$ cat src/rtl/pipe_pkg.sv
// Shared types for the RV32 pipeline sequencing controller: FSM state encoding
// and register-index width.
package pipe_pkg;

  localparam int unsigned RegIdxW = 5;

  typedef enum logic [1:0] {
    StRun     = 2'd0,
    StMemWait = 2'd1,
    StHalting = 2'd2,
    StHalted  = 2'd3
  } pipe_state_e;

endpackage

$ cat src/rtl/pipe_ctrl_if.sv
// Datapath <-> sequencing-controller bundle. The master side is the controller
// (drives enables/strobes); the slave side is the pipeline datapath.
interface pipe_ctrl_if;
  import pipe_pkg::*;

  logic               fetch_valid_F;
  logic [RegIdxW-1:0] rs1_D;
  logic [RegIdxW-1:0] rs2_D;
  logic               use_rs1_D;
  logic               use_rs2_D;
  logic [RegIdxW-1:0] rd_E;
  logic               memread_E;
  logic               branch_taken_E;
  logic               mem_req_M;
  logic               mem_ack_M;
  logic               halt_req;
  logic               resume;

  logic               stall_F;
  logic               valid_D;
  logic               valid_E;
  logic               valid_M;
  logic               flash_D;
  logic               flash_E;
  logic               retire_W;
  logic               halted;
  logic               mem_err;
  logic [31:0]        perf_stall;
  logic [31:0]        perf_flush;

  modport master (
    input  fetch_valid_F, rs1_D, rs2_D, use_rs1_D, use_rs2_D, rd_E, memread_E,
           branch_taken_E, mem_req_M, mem_ack_M, halt_req, resume,
    output stall_F, valid_D, valid_E, valid_M, flash_D, flash_E, retire_W, halted,
           mem_err, perf_stall, perf_flush
  );

  modport slave (
    output fetch_valid_F, rs1_D, rs2_D, use_rs1_D, use_rs2_D, rd_E, memread_E,
           branch_taken_E, mem_req_M, mem_ack_M, halt_req, resume,
    input  stall_F, valid_D, valid_E, valid_M, flash_D, flash_E, retire_W, halted,
           mem_err, perf_stall, perf_flush
  );

endinterface

$ cat src/rtl/hazard_unit.sv
// Combinational hazard detection: load-use dependency (D on a load in E) and
// taken-branch redirect from E.
module hazard_unit import pipe_pkg::*; (
  input  logic               occ_D,
  input  logic               occ_E,
  input  logic [RegIdxW-1:0] rs1_D,
  input  logic [RegIdxW-1:0] rs2_D,
  input  logic               use_rs1_D,
  input  logic               use_rs2_D,
  input  logic [RegIdxW-1:0] rd_E,
  input  logic               memread_E,
  input  logic               branch_taken_E,
  output logic               lu,
  output logic               br
);

  logic rs1_hit;
  logic rs2_hit;

  always_comb begin
    rs1_hit = use_rs1_D & (rs1_D == rd_E);
    rs2_hit = use_rs2_D & (rs2_D == rd_E);
    // x0 is never a real dependency
    lu      = occ_D & occ_E & memread_E & (rd_E != '0) & (rs1_hit | rs2_hit);
    br      = occ_E & branch_taken_E;
  end

endmodule

$ cat src/rtl/pipe_ctrl.sv
// 5-stage pipeline sequencing controller: occupancy tracking, stage enables,
// bubble strobes, memory-wait timeout and halt/drain. Optional perf counters
// are built only when PIPE_CTRL_PERF_EN is defined.
module pipe_ctrl import pipe_pkg::*; #(
  parameter int unsigned MEM_TIMEOUT = 255,
  parameter int unsigned TO_W        = 8
) (
  input  logic        clk,
  input  logic        rst,
  pipe_ctrl_if.master bus
);

  localparam logic [TO_W-1:0] WaitLast = TO_W'(MEM_TIMEOUT - 1);

  pipe_state_e     state_q, state_d;
  logic [TO_W-1:0] wait_cnt_q, wait_cnt_d;
  logic            mem_err_q, mem_err_d;
  logic            occ_dec_q, occ_dec_d;
  logic            occ_exe_q, occ_exe_d;
  logic            occ_mem_q, occ_mem_d;
  logic            occ_wb_q, occ_wb_d;

  logic lu;
  logic br;
  logic timeout;
  logic ack_ok;
  logic mem_stall;
  logic hold;
  logic drain;
  logic stall_f;

  hazard_unit u_hazard (
    .occ_D          (occ_dec_q),
    .occ_E          (occ_exe_q),
    .rs1_D          (bus.rs1_D),
    .rs2_D          (bus.rs2_D),
    .use_rs1_D      (bus.use_rs1_D),
    .use_rs2_D      (bus.use_rs2_D),
    .rd_E           (bus.rd_E),
    .memread_E      (bus.memread_E),
    .branch_taken_E (bus.branch_taken_E),
    .lu             (lu),
    .br             (br)
  );

  always_comb begin
    timeout   = (state_q == StMemWait) && (wait_cnt_q == WaitLast);
    ack_ok    = bus.mem_ack_M | timeout;
    mem_stall = occ_mem_q & bus.mem_req_M & ~ack_ok;
    hold      = (state_q == StHalted) | mem_stall;
    drain     = (state_q == StHalting) | ((state_q == StRun) & bus.halt_req);
  end

  // Occupancy only moves when the pipeline advances; br outranks lu.
  always_comb begin
    occ_dec_d = occ_dec_q;
    occ_exe_d = occ_exe_q;
    occ_mem_d = occ_mem_q;
    occ_wb_d  = occ_wb_q;
    if (!hold) begin
      occ_wb_d  = occ_mem_q;
      occ_mem_d = occ_exe_q;
      occ_exe_d = (br | lu) ? 1'b0 : occ_dec_q;
      if (br | drain) begin
        occ_dec_d = 1'b0;
      end else if (lu) begin
        occ_dec_d = occ_dec_q;
      end else begin
        occ_dec_d = bus.fetch_valid_F;
      end
    end
  end

  always_comb begin
    state_d    = state_q;
    wait_cnt_d = wait_cnt_q;
    mem_err_d  = mem_err_q;
    case (state_q)
      StRun: begin
        if (mem_stall) begin
          state_d    = StMemWait;
          wait_cnt_d = '0;
        end else if (bus.halt_req) begin
          state_d = StHalting;
        end
      end
      StMemWait: begin
        wait_cnt_d = wait_cnt_q + 1'b1;
        if (ack_ok) begin
          state_d = StRun;
          if (!bus.mem_ack_M) begin
            mem_err_d = 1'b1;
          end
        end
      end
      StHalting: begin
        if (mem_stall) begin
          state_d    = StMemWait;
          wait_cnt_d = '0;
        end else if (!(occ_dec_d | occ_exe_d | occ_mem_d | occ_wb_d)) begin
          state_d = StHalted;
        end
      end
      StHalted: begin
        if (bus.resume) begin
          state_d = StRun;
        end
      end
      default: state_d = StRun;
    endcase
  end

  always_ff @(posedge clk or posedge rst) begin
    if (rst) begin
      state_q    <= StRun;
      wait_cnt_q <= '0;
      mem_err_q  <= 1'b0;
      occ_dec_q  <= 1'b0;
      occ_exe_q  <= 1'b0;
      occ_mem_q  <= 1'b0;
      occ_wb_q   <= 1'b0;
    end else begin
      state_q    <= state_d;
      wait_cnt_q <= wait_cnt_d;
      mem_err_q  <= mem_err_d;
      occ_dec_q  <= occ_dec_d;
      occ_exe_q  <= occ_exe_d;
      occ_mem_q  <= occ_mem_d;
      occ_wb_q   <= occ_wb_d;
    end
  end

  // Reset forces the quiescent pattern: everything held, no strobes.
  always_comb begin
    stall_f      = 1'b1;
    bus.valid_D  = 1'b0;
    bus.valid_E  = 1'b0;
    bus.valid_M  = 1'b0;
    bus.flash_D  = 1'b0;
    bus.flash_E  = 1'b0;
    bus.retire_W = 1'b0;
    bus.halted   = 1'b0;
    if (!rst) begin
      stall_f      = hold | drain | (lu & ~br);
      bus.valid_D  = ~hold;
      bus.valid_E  = ~hold;
      bus.valid_M  = ~hold;
      bus.flash_D  = ~hold & (br | drain);
      bus.flash_E  = ~hold & (br | lu);
      bus.retire_W = occ_wb_q & (state_q != StHalted);
      bus.halted   = (state_q == StHalted);
    end
  end

  assign bus.stall_F = stall_f;
  assign bus.mem_err = mem_err_q;

`ifdef PIPE_CTRL_PERF_EN
  logic [31:0] perf_stall_q;
  logic [31:0] perf_flush_q;

  always_ff @(posedge clk or posedge rst) begin
    if (rst) begin
      perf_stall_q <= '0;
      perf_flush_q <= '0;
    end else begin
      if (stall_f) begin
        perf_stall_q <= perf_stall_q + 32'd1;
      end
      if (br & ~hold) begin
        perf_flush_q <= perf_flush_q + 32'd1;
      end
    end
  end

  assign bus.perf_stall = perf_stall_q;
  assign bus.perf_flush = perf_flush_q;
`else
  assign bus.perf_stall = '0;
  assign bus.perf_flush = '0;
`endif

endmodule

$ cat src/flat_wrapper.sv
// flat-port wrapper written by rule: the top's interface ports become plain ports
module pipe_ctrl_flat import pipe_pkg::*;
#(
  parameter int unsigned MEM_TIMEOUT = 255,
  parameter int unsigned TO_W        = 8
)
  (clk, rst, bus_fetch_valid_F, bus_rs1_D, bus_rs2_D, bus_use_rs1_D, bus_use_rs2_D, bus_rd_E, bus_memread_E, bus_branch_taken_E, bus_mem_req_M, bus_mem_ack_M, bus_halt_req, bus_resume, bus_stall_F, bus_valid_D, bus_valid_E, bus_valid_M, bus_flash_D, bus_flash_E, bus_retire_W, bus_halted, bus_mem_err, bus_perf_stall, bus_perf_flush);
  pipe_ctrl_if bus_i ();
  input  logic clk;
  input  logic rst;
  input wire logic [$bits(bus_i.fetch_valid_F)-1:0] bus_fetch_valid_F;
  input wire logic [$bits(bus_i.rs1_D)-1:0] bus_rs1_D;
  input wire logic [$bits(bus_i.rs2_D)-1:0] bus_rs2_D;
  input wire logic [$bits(bus_i.use_rs1_D)-1:0] bus_use_rs1_D;
  input wire logic [$bits(bus_i.use_rs2_D)-1:0] bus_use_rs2_D;
  input wire logic [$bits(bus_i.rd_E)-1:0] bus_rd_E;
  input wire logic [$bits(bus_i.memread_E)-1:0] bus_memread_E;
  input wire logic [$bits(bus_i.branch_taken_E)-1:0] bus_branch_taken_E;
  input wire logic [$bits(bus_i.mem_req_M)-1:0] bus_mem_req_M;
  input wire logic [$bits(bus_i.mem_ack_M)-1:0] bus_mem_ack_M;
  input wire logic [$bits(bus_i.halt_req)-1:0] bus_halt_req;
  input wire logic [$bits(bus_i.resume)-1:0] bus_resume;
  output wire logic [$bits(bus_i.stall_F)-1:0] bus_stall_F;
  output wire logic [$bits(bus_i.valid_D)-1:0] bus_valid_D;
  output wire logic [$bits(bus_i.valid_E)-1:0] bus_valid_E;
  output wire logic [$bits(bus_i.valid_M)-1:0] bus_valid_M;
  output wire logic [$bits(bus_i.flash_D)-1:0] bus_flash_D;
  output wire logic [$bits(bus_i.flash_E)-1:0] bus_flash_E;
  output wire logic [$bits(bus_i.retire_W)-1:0] bus_retire_W;
  output wire logic [$bits(bus_i.halted)-1:0] bus_halted;
  output wire logic [$bits(bus_i.mem_err)-1:0] bus_mem_err;
  output wire logic [$bits(bus_i.perf_stall)-1:0] bus_perf_stall;
  output wire logic [$bits(bus_i.perf_flush)-1:0] bus_perf_flush;
  assign bus_i.fetch_valid_F = bus_fetch_valid_F;
  assign bus_i.rs1_D = bus_rs1_D;
  assign bus_i.rs2_D = bus_rs2_D;
  assign bus_i.use_rs1_D = bus_use_rs1_D;
  assign bus_i.use_rs2_D = bus_use_rs2_D;
  assign bus_i.rd_E = bus_rd_E;
  assign bus_i.memread_E = bus_memread_E;
  assign bus_i.branch_taken_E = bus_branch_taken_E;
  assign bus_i.mem_req_M = bus_mem_req_M;
  assign bus_i.mem_ack_M = bus_mem_ack_M;
  assign bus_i.halt_req = bus_halt_req;
  assign bus_i.resume = bus_resume;
  assign bus_stall_F = bus_i.stall_F;
  assign bus_valid_D = bus_i.valid_D;
  assign bus_valid_E = bus_i.valid_E;
  assign bus_valid_M = bus_i.valid_M;
  assign bus_flash_D = bus_i.flash_D;
  assign bus_flash_E = bus_i.flash_E;
  assign bus_retire_W = bus_i.retire_W;
  assign bus_halted = bus_i.halted;
  assign bus_mem_err = bus_i.mem_err;
  assign bus_perf_stall = bus_i.perf_stall;
  assign bus_perf_flush = bus_i.perf_flush;
  pipe_ctrl #(.MEM_TIMEOUT(MEM_TIMEOUT), .TO_W(TO_W)) u_core (.clk(clk), .rst(rst), .bus(bus_i));
endmodule
$ cat config.mk
export PLATFORM = sky130hd
export DESIGN_NAME = pipe_ctrl_flat
export DESIGN_NICKNAME = d
export VERILOG_FILES = /design/src/rtl/pipe_pkg.sv /design/src/rtl/pipe_ctrl_if.sv /design/src/rtl/hazard_unit.sv /design/src/rtl/pipe_ctrl.sv /design/src/flat_wrapper.sv
export SDC_FILE = /design/constraint.sdc
export NUM_CORES = 1
export LEC_CHECK = 0
export ABC_AREA = 1
export CAP_MARGIN = 30
export CELL_PAD_IN_SITES_DETAIL_PLACEMENT = 0
export CELL_PAD_IN_SITES_GLOBAL_PLACEMENT = 2
export CORE_ASPECT_RATIO = 0.6
export CORE_UTILIZATION = 19
export DETAILED_ROUTE_END_ITERATION = 7
export PLACE_DENSITY_LB_ADDON = 0.1
export SYNTH_ARGS = -nofsm -noshare
export SYNTH_HDL_FRONTEND = slang
export SYNTH_HIERARCHICAL = 1
export SYNTH_SLANG_ARGS = --single-unit
export TNS_END_PERCENT = 50
$ cat constraint.sdc
create_clock -name clk -period 2.1 [get_ports clk]
set_input_delay 0.42 -clock clk [delete_from_list [all_inputs] [get_ports clk]]
set_output_delay 0.42 -clock clk [all_outputs]
set_load 0.05 [all_outputs]
==> results by group, run 1 <==
Worst setup path
  – Crit path capture type: primary output
  – CP Data Required Time: approximately 1.7 ns
  – R2r worst-path depth: 13
  – Reg-to-reg endpoint: u_core/wait_cnt_q[5]
  – Critical Path Start: u_core/wait_cnt_q[0]
  – Critical path capture point: bus_flash_E
  – Critical path fanouts, max: 3
  – Worst r2r src: u_core/wait_cnt_q[1]
  – CP Launch Type: flip-flop
  – Reg2reg setup slack: approximately 0.25 ns
  – CP Data Arrival Time: about 1.7 ns
  – Worst Setup Path Type: reg -> out

Global route
  – Initial antenna violation count: 0
  – First-pass GRT wire length: 6010 µm
  – GR Util All Layers: 0.0862
  – Total grt overflow: 0
  – Largest net degree at the start of global routing: 10
  – Vias in the first global route: ~1,200

Yosys
  – Syn Std Cell Area: between 0.0015 and 0.002 mm²
  – Cells after Synth: 247
  – Most frequent cells after synthesis: buf_4, nand2_1, inv_1, nor2_1, dfrtp_1
  – Cell taking the most area after synthesis: buf_4
  – Top-count cell post-synth: buf_4
  – EDFF count, synth: 0
  – Post-synthesis sequential area ratio: 0.225
  – Post-synth top area share: 0.297
  – Netlist cell types: 30
  – Ys Warns: 6
  – Post-synth top flop: dfrtp_1
  – Top cells by area, synth: buf_4, dfrtp_1, nand2_1, inv_1, nor2_1
  – Number of synthesized register bits: 15
  – Ys async rst share: 1.00
  – Mean post-synth cell area: just under 7 µm²

Route
  – Vias: 1,412
  – Via-per-instance ratio: between 3 and 4
  – Highest Signal Layer: met4
  – Met1 Wirelength: between 2000 and 2500 µm
  – DRT Pass-1 Iters: 6
  – Detailed-route wire length per cell: roughly 9.2 µm
  – Met2 WL: 1270 µm
  – DR DRC count: 0
  – Remaining antenna violation count: 0
  – Routed WL: between 3000 and 4000 µm
  – Routed met3 length: between 200 and 300 µm
  – Initial DRC count: 47

Pwr
  – Switch share: 0.491
  – Net Sw Power: 1140 µW
  – Power share of the clock group: 0.160
  – VDD IR max: roughly 290 µV
  – Combinational power share: 0.632
  – Cell-internal power: roughly 1200 µW
  – Total Power: 2310 µW
  – Leakage power total: 0.00121 µW
  – Sequential Power Share: 0.208
  – Power Density: approximately 1000 mW/mm²

Die
  – I/O Pins: 99
  – Die ar.: between 0.009 and 0.01 mm²
  – Die Span Y: between 70 and 80 µm
  – Row Count: 26
  – Initial cell density of the core: 0.196
  – Die Width: 123 µm
  – Core Region: 0.00852 mm²

STA
  – Max Freq: between 400 and 500 MHz
  – Slew Viols, Final: 0
  – Final Critical Period: between 2 and 2.5 ns
  – Slew @ Worst Pin: between 0.4 and 0.5 ns
  – Hold Violations, Final: 0
  – Clk_skew: roughly 0.0057 ns
  – Unrepaired setup endpoints after global routing: yes
  – # setup viols final: 3
  – Slew headroom: 0.667
  – Final WS setup: -0.00822 ns
  – Hold WS: just under 0.5 ns
  – Final worst-path cycle share: 1.00

Hold path
  – Hold Path Class: reg -> reg

Clock network
  – CTS Hold Bufs: 0
  – Worst skew pair latency: 0.25 ns
  – # clock sinks: 15
  – CTS tree: done
  – Worst-path clk slew: about 0.050 ns
  – CTS Buf Count: 3
  – Root Buffer: clkbuf_16
  – H-Tree Depth: 1
  – CTS Buffer Depth: 2

Final layout
  – Synthesis-to-layout area growth: 34.7%
  – Area of the multi-input gates: roughly 950 µm²
  – Final net count: roughly 330
  – Flip-flop and latch area: 375 µm²
  – Number of fill cells in the layout: 950
  – Layout Utilization: 0.264
  – Fin area: 0.00225 mm²
  – Antenna cells: 0
  – Layout cells sized above 1: 0.257

Placed design
  – Dpl hpwl: around 3300 µm
  – Final GP Congestion: slightly below 0.7
  – Area after DPL: approximately 0.0021 mm²
  – Port bufs: 34

Run status
  – Status: finished with violations
  – Violated checks: setup timing

Run
  – Max-Cap Viols: 0
==> layer usage <==
| metal | vias up | GRT usage |
|---|---|---|
| met5 | - | 0 |
| met4 | 0 | 0.0203 |
| met3 | 2 | 0.0169 |
| met2 | 82 | 0.107 |
| met1 | 590 | 0.142 |
| li1 | 738 | - |
==> cell usage in the layout (no fill, tap or decap), types with 2 or more instances in the layout <==
cell and n:
inv_2 8, a21oi_4 2, buf_4 21, o31ai_1 2
a21oi_1 4, nand2_4 3, a21oi_2 2, clkdlybuf4s15_1 5
nor2_4 2, buf_12 7, clkdlybuf4s50_1 9, clkbuf_2 5
nand2_1 55, nand3_1 8, nor2_2 8, xor2_1 2
nor2_1 11, dfrtp_1 15, o21ai_0 5, conb_1 64
inv_1 29, nand4_1 4, dlygate4sd2_1 5, nand2_2 7
buf_2 2, clkbuf_16 4
==> what timing repair did <==
item	4_1_cts	5_1_grt
setup buffers	3	2
endpoints found under the setup margin	7	6
pin swaps	18	17
gates resized for setup	35	17
hold endpoints to repair	0	0
==> layout make-up <==
cell class / count / share of cell area
clock buffer: 4 / 0.0351
inverter: 38 / 0.0646
multi-input combinational: 191 / 0.425
sequential: 15 / 0.167
tap: 112 / 0.0624
timing repair buffer: 56 / 0.246
==> critical path, cell delays in order (launching register included) <==
cell,delay [ns]
dfrtp_1,0.38
inv_2,0.07
ha_4,0.12
inv_2,0.03
nor2_2,0.08
nand3_2,0.10
nand3_4,0.09
nand2_4,0.06
nor2_4,0.15
inv_2,0.08
a21oi_4,0.13
buf_12,0.15
==> state kept, by name (all words and copies together), names as in the netlist <==
register / flops
u_core/occ_exe_q: 1
u_core/occ_mem_q: 1
u_core/bus.mem_err: 1
u_core/occ_dec_q: 1
u_core/wait_cnt_q: 8
u_core/occ_wb_q: 1
u_core/state_q: 2
==> metrics by stage <==
stage | TNS (ns) | std cells | setup slack [ns]
floorplan | -0.453 | 310 | -0.196
global placement | -1.23 | 407 | -0.411
detailed placement | -1.15 | 407 | -0.403
CTS | -0.195 | 414 | -0.0951
global route | -0.594 | 416 | -0.124
finish | -0.0175 | 416 | -0.00822
==> kinds of logic (layout without fill, tap and decap cells) <==
group	after synthesis	in the layout	share of synthesized area
compound gates	19	19	0.0698
xor+xnor	2	2	0.0105
fa+ha+maj	2	2	0.0150
buf+inv	104	98	0.384
flops	15	15	0.225
other cells	1	64	0.00225
simple gates	104	104	0.293
==> power groups by stage <==
stage	sequential, µW	clock (µW)	combinational (µW)
2_1_floorplan	479	0	1030
3_3_place_gp	489	0	1450
3_5_place_dp	482	0	1430
4_1_cts	482	377	1480
5_1_grt	501	392	1590
6_report	481	370	1460
==> worst min path at each step <==
stage | startpoint | endpoint | slack [ns] | cells past startpoint
5_1_grt | u_core/bus.mem_err | u_core/bus.mem_err | 0.53 | 1
3_3_place_gp | u_core/bus.mem_err | u_core/bus.mem_err | 0.47 | 1
2_1_floorplan | rst | u_core/bus.mem_err | 0.32 | 1
3_5_place_dp | u_core/bus.mem_err | u_core/bus.mem_err | 0.48 | 1
6_report | u_core/bus.mem_err | u_core/bus.mem_err | 0.48 | 1
4_1_cts | u_core/bus.mem_err | u_core/bus.mem_err | 0.50 | 1
(Power assumes the default switching activity.)
==> run 2, diff against run 1 <==
--- a/config.mk
+++ b/config.mk
@@ -6,10 +6,9 @@
 export NUM_CORES = 1
 export LEC_CHECK = 0
 export ABC_AREA = 1
-export CAP_MARGIN = 30
 export CELL_PAD_IN_SITES_DETAIL_PLACEMENT = 0
 export CELL_PAD_IN_SITES_GLOBAL_PLACEMENT = 2
-export CORE_ASPECT_RATIO = 0.6
+export CORE_ASPECT_RATIO = 2
 export CORE_UTILIZATION = 19
 export DETAILED_ROUTE_END_ITERATION = 7
 export PLACE_DENSITY_LB_ADDON = 0.1
==> results by group, run 2 (synthesized netlist as in run 1, its figures left out) <==
Run status
  – Status: finished with violations
  – Violated checks: setup timing

Global route
  – Largest net degree at the start of global routing: 9 (-1)
  – Initial antenna violation count: 0 (unchanged)
  – Vias in the first global route: 1,473 (+24%)
  – First-pass GRT wire length: 7060 µm (+17%)
  – GR Util All Layers: 0.106 (+0.0202)
  – Total grt overflow: 0 (unchanged)

Worst setup path
  – R2r worst-path depth: 16 (+3)
  – CP Data Required Time: 1.68 ns (about the same)
  – Reg2reg setup slack: 0.33 ns (+0.08 ns)
  – CP Launch Type: flip-flop
  – CP Data Arrival Time: 1.76 ns (+0.07 ns)
  – Crit path capture type: primary output
  – Reg-to-reg endpoint: u_core/state_q[0]
  – Worst r2r src: u_core/wait_cnt_q[0]
  – Worst Setup Path Type: reg -> out
  – Critical path fanouts, max: 4 (+1)

STA
  – Final WS setup: -0.0802 ns (-0.0720 ns)
  – Final Critical Period: 2.18 ns (+0.0720 ns)
  – Slew @ Worst Pin: 0.499 ns (+0.00156 ns)
  – Unrepaired setup endpoints after global routing: yes
  – Slew Viols, Final: 0 (unchanged)
  – Slew headroom: 0.666 (-0.00104)
  – Final worst-path cycle share: 1.04 (+0.0343)
  – Clk_skew: 0.00244 ns (-0.00330 ns)
  – Hold Violations, Final: 0 (unchanged)
  – # setup viols final: 5 (+2)
  – Max Freq: 459 MHz (-3.3%)

Pwr
  – VDD IR max: 435 µV (+48%)
  – Power Density: 1050 mW/mm² (+1.8%)
  – Leakage power total: 0.00125 µW (+3.3%)

Clock network
  – Worst-path clk slew: 0.05 ns (about the same)
  – CTS tree: done
  – H-Tree Depth: 1 (unchanged)
  – CTS Hold Bufs: 0 (unchanged)
  – # clock sinks: 15 (unchanged)
  – Worst skew pair latency: 0.24 ns (about the same)
  – Root Buffer: clkbuf_16
  – CTS Buf Count: 3 (unchanged)
  – CTS Buffer Depth: 2 (unchanged)

Final layout
  – Flip-flop and latch area: 375 µm² (unchanged)
  – Number of fill cells in the layout: 980 (+3.2%)
  – Final net count: 338 (+1.5%)
  – Antenna cells: 0 (unchanged)
  – Synthesis-to-layout area growth: 38.6%
  – Area of the multi-input gates: 986 µm² (+3.4%)
  – Largest regs: u_core/wait_cnt_q: 8 flops, u_core/state_q: 2 flops
  – Largest reg by FF count: u_core/wait_cnt_q
  – Layout Utilization: 0.269 (+0.00558)
  – Max reg flops: 8 (unchanged)
  – Most common cell after layout, fill and taps aside: conb_1
  – Commonest non-fill, non-tap cells in the layout: conb_1, nand2_1, inv_1, buf_4, dfrtp_1
  – Layout cells sized above 1: 0.282 (+0.0250)

Route
  – DRT Pass-1 Iters: 4 (-2)
  – DR DRC count: 0 (unchanged)
  – Detailed-route wire length per cell: 11.6 µm (+26%)
  – Via-per-instance ratio: 3.61 (+6.2%)
  – Initial DRC count: 20 (-57%)
  – Vias: 1,475 (+4.5%)
  – Remaining antenna violation count: 0 (unchanged)
  – Routed WL: 4750 µm (+24%)

Die
  – Die ar.: 0.00918 mm² (+0.11%)
  – Die Span Y: 135 µm (+80%)
  – Core Region: 0.00859 mm² (+0.76%)
  – I/O Pins: 99 (unchanged)
  – Initial cell density of the core: 0.194 (-0.00148)
  – Row Count: 48 (+85%)
  – Die Width: 68.3 µm (-44%)

Hold path
  – WHS Path Cells: 1 (unchanged)
  – Hold path start: u_core/bus.mem_err
  – Hold Path Class: reg -> reg
  – Hold Path Sink: u_core/bus.mem_err

Placed design
  – Port bufs: 34 (unchanged)
  – Final GP Congestion: 0.734 (+7.4%)
  – Worst slack, placed: -0.504 ns (-0.101 ns)
  – Dpl hpwl: 4090 µm (+24%)

Run
  – Max-Cap Viols: 0 (unchanged)
-- run 2: area by class of cell --
cell class                      count  area share
Timing Repair Buffer               61       0.260
Multi-Input combinational cell    191       0.427
Inverter                           38      0.0628
Sequential cell                    15       0.162
Tap cell                          100      0.0541
Clock buffer                        4      0.0341
-- run 2: metal layers --
layer / routed length [µm] / part of all wire / up-vias / track usage
li1: - / - / 746 / -
met1: 1300 / 0.27 / 683 / 0.0810
met2: 3210 / 0.68 / 44 / 0.242
met3: 218 / 0.046 / 2 / 0.0110
met4: 23 / 0.0048 / 0 / 0.0243
met5: 0 / 0 / - / 0
-- run 2: what timing repair did --
action	CTS	global route
pin swaps	18	8
setup buffers	4	1
gates resized for setup	34	16
setup endpoints to repair	7	7
-- run 2: how the worst max path moves through the flow --
| stage | start | endpoint | slack, ns | cells past startpoint |
|---|---|---|---|---|
| after detailed placement | bus_rd_E[4] | bus_stall_F | -0.50 | 10 |
| after global routing | u_core/wait_cnt_q[0] | bus_flash_E | -0.19 | 11 |
| after floorplan | u_core/wait_cnt_q[0] | bus_stall_F | -0.20 | 9 |
| final | u_core/wait_cnt_q[0] | bus_flash_E | -0.08 | 11 |
| after CTS | u_core/wait_cnt_q[0] | bus_flash_E | -0.14 | 11 |
| after global placement | bus_rd_E[2] | bus_stall_F | -0.51 | 10 |
-- run 2: worst max-delay path, cell delays in order (launching register included) --
cell and delay [ns]:
dfrtp_1 0.39, inv_2 0.08, ha_4 0.13, inv_2 0.03, nor2_2 0.08, nand3_2 0.11, nand3_4 0.09, nand2_4 0.06
nor2_4 0.17, inv_2 0.08, a21oi_4 0.14, buf_12 0.15
-- run 2: per-stage QoR --
stage          hold slack, ns  instances  power, µW  instance area (µm²)  setup TNS [ns]
2_1_floorplan           0.321        310       1510                 1940          -0.453
3_3_place_gp            0.469        400       2010                 2150           -1.78
3_5_place_dp            0.461        400       2010                 2150           -1.76
4_1_cts                 0.484        408       2450                 2300          -0.557
5_1_grt                 0.526        409       2610                 2310          -0.877
6_report                0.478        409       2420                 2310          -0.238
-- run 2: where the power goes --
group | leakage, µW | internal, µW | switching (µW)
Sequential | 0.000193 | 394 | 94.1
Combinational | 0.00101 | 589 | 966
Clock | 0.0000382 | 257 | 119
Total | 0.00125 | 1240 | 1180
